File: src/rtl/stream_demux1to2_pkg.sv
// Shared types for the 1-to-2 stream demultiplexer.
// Destination encoding and select-to-onehot steering helper.
package stream_demux1to2_pkg;

   typedef enum logic {
      DST0 = 1'b0,
      DST1 = 1'b1
   } dest_e;

   function automatic logic [1:0] dest_onehot(input dest_e d);
      logic [1:0] oh;
      oh = 2'b00;
      unique case (d)
         DST0: oh = 2'b01;
         DST1: oh = 2'b10;
      endcase
      return oh;
   endfunction

endpackage

File: src/rtl/stream_demux1to2_sync_fifo.sv
// Synchronous FIFO with registered count, cleared storage on reset.
// Push is ignored when full, pop is ignored when empty.
module sync_fifo #(
   parameter int WIDTH = 32,
   parameter int DEPTH = 2
) (
   input  logic                     clk,
   input  logic                     rst,
   input  logic                     push,
   input  logic [WIDTH-1:0]         push_data,
   input  logic                     pop,
   output logic [WIDTH-1:0]         head_data,
   output logic                     empty,
   output logic                     full,
   output logic [$clog2(DEPTH):0]   level
);

   localparam int PTR_W = $clog2(DEPTH);
   localparam int CNT_W = PTR_W + 1;

   logic [WIDTH-1:0] mem_q [DEPTH];
   logic [PTR_W-1:0] wr_ptr_q, wr_ptr_d;
   logic [PTR_W-1:0] rd_ptr_q, rd_ptr_d;
   logic [CNT_W-1:0] cnt_q, cnt_d;
   logic             do_push, do_pop;

   assign empty     = (cnt_q == '0);
   assign full      = (cnt_q == CNT_W'(DEPTH));
   assign level     = cnt_q;
   assign head_data = mem_q[rd_ptr_q];
   assign do_push   = push & ~full;
   assign do_pop    = pop & ~empty;

   always_comb begin
      wr_ptr_d = wr_ptr_q;
      rd_ptr_d = rd_ptr_q;
      cnt_d    = cnt_q;
      if (do_push) wr_ptr_d = wr_ptr_q + PTR_W'(1);
      if (do_pop)  rd_ptr_d = rd_ptr_q + PTR_W'(1);
      unique case ({do_push, do_pop})
         2'b10:   cnt_d = cnt_q + CNT_W'(1);
         2'b01:   cnt_d = cnt_q - CNT_W'(1);
         default: cnt_d = cnt_q;
      endcase
   end

   always_ff @(posedge clk or posedge rst) begin
      if (rst) begin
         wr_ptr_q <= '0;
         rd_ptr_q <= '0;
         cnt_q    <= '0;
      end else begin
         wr_ptr_q <= wr_ptr_d;
         rd_ptr_q <= rd_ptr_d;
         cnt_q    <= cnt_d;
      end
   end

   // Storage is cleared so the head reads zero straight out of reset.
   always_ff @(posedge clk or posedge rst) begin
      if (rst) begin
         for (int i = 0; i < DEPTH; i++) mem_q[i] <= '0;
      end else if (do_push) begin
         mem_q[wr_ptr_q] <= push_data;
      end
   end

endmodule

File: src/rtl/stream_demux1to2.sv
// One valid/ready stream steered per beat into two independently
// buffered output streams.
module stream_demux1to2
   import stream_demux1to2_pkg::*;
#(
   parameter int WIDTH = 32,
   parameter int DEPTH = 2
) (
   input  logic                     clk,
   input  logic                     rst,
   input  logic                     in_valid,
   output logic                     in_ready,
   input  logic [WIDTH-1:0]         in_data,
   input  logic                     in_select,
   output logic                     out0_valid,
   input  logic                     out0_ready,
   output logic [WIDTH-1:0]         out0_data,
   output logic [$clog2(DEPTH):0]   out0_level,
   output logic                     out1_valid,
   input  logic                     out1_ready,
   output logic [WIDTH-1:0]         out1_data,
   output logic [$clog2(DEPTH):0]   out1_level
);

   logic [1:0] sel_oh;
   logic       full0, full1;
   logic       empty0, empty1;
   logic       accept;

   assign sel_oh = dest_onehot(dest_e'(in_select));

   // Only the targeted FIFO gates acceptance; no pass-through on pop.
   assign in_ready   = ~rst & ~(sel_oh[1] ? full1 : full0);
   assign accept     = in_valid & in_ready;
   assign out0_valid = ~empty0;
   assign out1_valid = ~empty1;

   sync_fifo #(.WIDTH(WIDTH), .DEPTH(DEPTH)) u_fifo0 (
      .clk       (clk),
      .rst       (rst),
      .push      (accept & sel_oh[0]),
      .push_data (in_data),
      .pop       (out0_ready & out0_valid),
      .head_data (out0_data),
      .empty     (empty0),
      .full      (full0),
      .level     (out0_level)
   );

   sync_fifo #(.WIDTH(WIDTH), .DEPTH(DEPTH)) u_fifo1 (
      .clk       (clk),
      .rst       (rst),
      .push      (accept & sel_oh[1]),
      .push_data (in_data),
      .pop       (out1_ready & out1_valid),
      .head_data (out1_data),
      .empty     (empty1),
      .full      (full1),
      .level     (out1_level)
   );

endmodule

File: config.mk
export PLATFORM = sky130hd
export DESIGN_NAME = stream_demux1to2
export DESIGN_NICKNAME = d
export VERILOG_FILES = /design/src/rtl/stream_demux1to2_pkg.sv /design/src/rtl/stream_demux1to2_sync_fifo.sv /design/src/rtl/stream_demux1to2.sv
export SDC_FILE = /design/constraint.sdc
export NUM_CORES = 1
export LEC_CHECK = 0
export CAP_MARGIN = 20
export CORE_ASPECT_RATIO = 1.25
export CORE_MARGIN = 5
export CORE_UTILIZATION = 40
export DETAILED_ROUTE_END_ITERATION = 7
export SLEW_MARGIN = 20
export SYNTH_ARGS = -nofsm -noshare
export SYNTH_HDL_FRONTEND = slang
export SYNTH_SLANG_ARGS = --single-unit
File: constraint.sdc
create_clock -name clk -period 5.85 [get_ports clk]
set_input_delay 1.17 -clock clk [delete_from_list [all_inputs] [get_ports clk]]
set_output_delay 1.17 -clock clk [all_outputs]
set_load 0.1 [all_outputs]
==> flow_metrics.tcl <==
set metrics [dict create \
    ant_nets 0 \
    hp-start "u_fifo1.mem_q[52]" \
    synth_cells 381 \
    grt_usage 0.153 \
    clk_path_buf_depth 2 \
    finalSetupViolCount 0 \
    first_iter_violations 75 \
    cpPeakStageDelay_ps 1150 \
    crit_required_ps 4680 \
    gp_congestion 0.706 \
    io_pins 109 \
    dr_total_vias 3449 \
    path_clk_slew_ps 50 \
    cp_num_buf_inv 2 \
    crit_type "input port to output pin" \
    crit_start "in_select" \
    final.setup.tns_ps 0 \
    yosysSeqAreaShare 0.555 \
    dp_cells 653 \
    start_util 0.409 \
    syn_area_mm2 0.00613 \
    io_buffers 108 \
    synth-seq-cells 136 \
    crit_path_start_kind "input port" \
    wl_um 12700 \
    diodes 0 \
    root_buffer "clkbuf_16" \
    final_area_mm2 0.00785 \
    finalCritPeriodShare 0.728 \
    grt_pass1_vias 4010 \
    slew_violations 0 \
    crit_fanout 4 \
    period_needed_ps 4260 \
    max_freq_mhz 235 \
    timing.final.ws_setup_ps 1590 \
    slew_headroom 0.318 \
    synth_fa_ha_area_frac 0.00408 \
    synth_mux_area_frac 0.371 \
    synth_compound_area_frac 0.000816 \
    rsz0062_at_grt "false" \
    drive_gt1_frac 0.457 \
    yosys.area.top_type "dfrtp_1" \
    synthDistinctLibCells 27 \
    end_kind "output pin" \
    worstSkewPairLatency_ps 410 \
    placed_area_mm2 0.00730 \
    core-area_mm2 0.0150 \
    yosys_warnings 0 \
    grt-ovfl-total 0 \
    timing.critical_path.mode_cell "clkdlybuf4s50_1" \
    outcome "complete, no violations" \
    drc_errors 0 \
    cp.arrival_ps 3090 \
    nFillCells 1335 \
    antenna_found_initial 0 \
    rows 50 \
    hpwlAfterDp_um 8010 \
    die_area_mm2 0.0179 \
    die_x_um 121 \
    final_hold_viol_count 0 \
    holdBufCountCts 0 \
    nets 530 \
    crit_slowest_cell "clkdlybuf4s50_1" \
    area_growth_pct 27.9 \
    first_pass_iters 2 \
    timing.rr.start "u_fifo0.level[0]" \
    vias_per_cell 5.05 \
    yosys.area.top_type_share 0.555 \
    crit_path_cell_trace "clkdlybuf4s50_1, nand2b_1, a21oi_1, clkdlybuf4s50_1" \
    cts_max_level 4 \
    cts.sinks 136 \
    numCtsBuffers 17 \
    synth.area.top_cells "dfrtp_1 (55%), mux2_2 (29%), mux2_4 (7.3%)" \
    grt_pass1_wl_um 21000 \
    min_path_type "register to register" \
    final_cells 683 \
    post_cts_resized 0 \
    grt_max_degree 99 \
    cts_tree "done" \
    crit_family "buffers and inverters" \
    die_y_um 148 \
    synth-simple-area-share 0.0259 \
    synth_area_per_cell_um2 16.1 \
    cap_viol_max_count 0 \
    synth_top_family_by_area "multiplexers" \
    skew_ps 4.70 \
    syn_nets 421 \
    wl_per_cell_um 18.5 \
    postCtsSetupRepairBufs 0 \
    dp_slack_ps 1600 \
    synth-xor-area-share 0.0143 \
    worstMarginPinSlew_ps 1020 \
]
cell families (layout without fill, tap and decap cells):
| logic type | count (synthesis) | count (layout) |
|---|---|---|
| AO/OA/AOI/OAI | 1 | 1 |
| XOR/XNOR | 10 | 10 |
| adder cells (fa/ha/maj) | 2 | 2 |
| buffers and inverters | 22 | 142 |
| flip-flops | 136 | 136 |
| multiplexers | 192 | 192 |
| AND/OR/NAND/NOR | 18 | 18 |
per-stage QoR:
step            util  hold WS [ps]
6_report       0.523           488
5_1_grt        0.523           510
4_1_cts        0.523           494
3_5_place_dp   0.486           482
3_3_place_gp   0.486           471
2_1_floorplan      -           453
state kept, by name, summed over array words and instances, names as in the netlist:
register          count
u_fifo0.level         2
u_fifo0.mem_q        64
u_fifo0.rd_ptr_q      1
u_fifo0.wr_ptr_q      1
u_fifo1.level         2
u_fifo1.mem_q        64
u_fifo1.rd_ptr_q      1
u_fifo1.wr_ptr_q      1
layer usage:
metal	GRT usage	wire (um)	vias to the layer above
li1	-	-	1580
met1	0.183	5360	1787
met2	0.256	6550	68
met3	0.0574	564	14
met4	0.0459	183	0
met5	0	0	-
final cells by class:
class	instances	area (um^2)	share of cell area
Clock buffer	28	537	0.0684
Multi-Input combinational cell	223	2550	0.325
Inverter	1	8.76	0.00112
Timing Repair Buffer	111	1100	0.141
Tap cell	182	228	0.0290
Sequential cell	136	3410	0.434
Clock inverter	2	10.0	0.00128
cells in the final DEF, fill, tap and decap left out, types with 2 or more instances in the layout:
cell type          n
xnor2_1            6
dfrtp_1          134
clkbuf_8           7
clkbuf_1           4
mux2_4            30
or2_2              2
clkbuf_16         17
mux2_1             5
mux2_2           157
clkdlybuf4s50_1  108
clkinv_2           2
buf_4              3
xor2_1             4
nor2_1             2
nand3_1            2
and2_1             2
ha_1               2
dfrtp_2            2
worst paths after layout:
kind / end / slack, ps / cells after the start
min in group asynchronous: u_fifo0.level[0] / 1400 / 2
min: u_fifo1.mem_q[52] / 490 / 1
min reg2reg: u_fifo1.mem_q[52] / 490 / 1
max in group asynchronous: u_fifo1.mem_q[19] / 3400 / 3
max: in_ready / 1590 / 4
max reg2reg: u_fifo0.mem_q[44] / 3910 / 3
cell usage after synthesis:
cell and count:
xnor2_1 6, dfrtp_1 136, nand2b_2 1, nand4b_4 1
ha_1 2, nand4b_2 1, nand3_1 2, and4_1 1
xor2_1 4, mux2_1 5, buf_6 7, nor2b_2 1
nand2b_1 1, or2_2 2, inv_1 1, buf_2 9
and2_1 2, nand2b_4 1, nand4_4 1, nor2_2 1
mux2_2 157, nand2_1 1, mux2_4 30, clkbuf_1 2
buf_8 3, a21oi_1 1, nor2_1 2
Power is left out: the tool's default activity adds up to more than one toggle a clock period on the data nets, which glitch-free logic cannot reach.
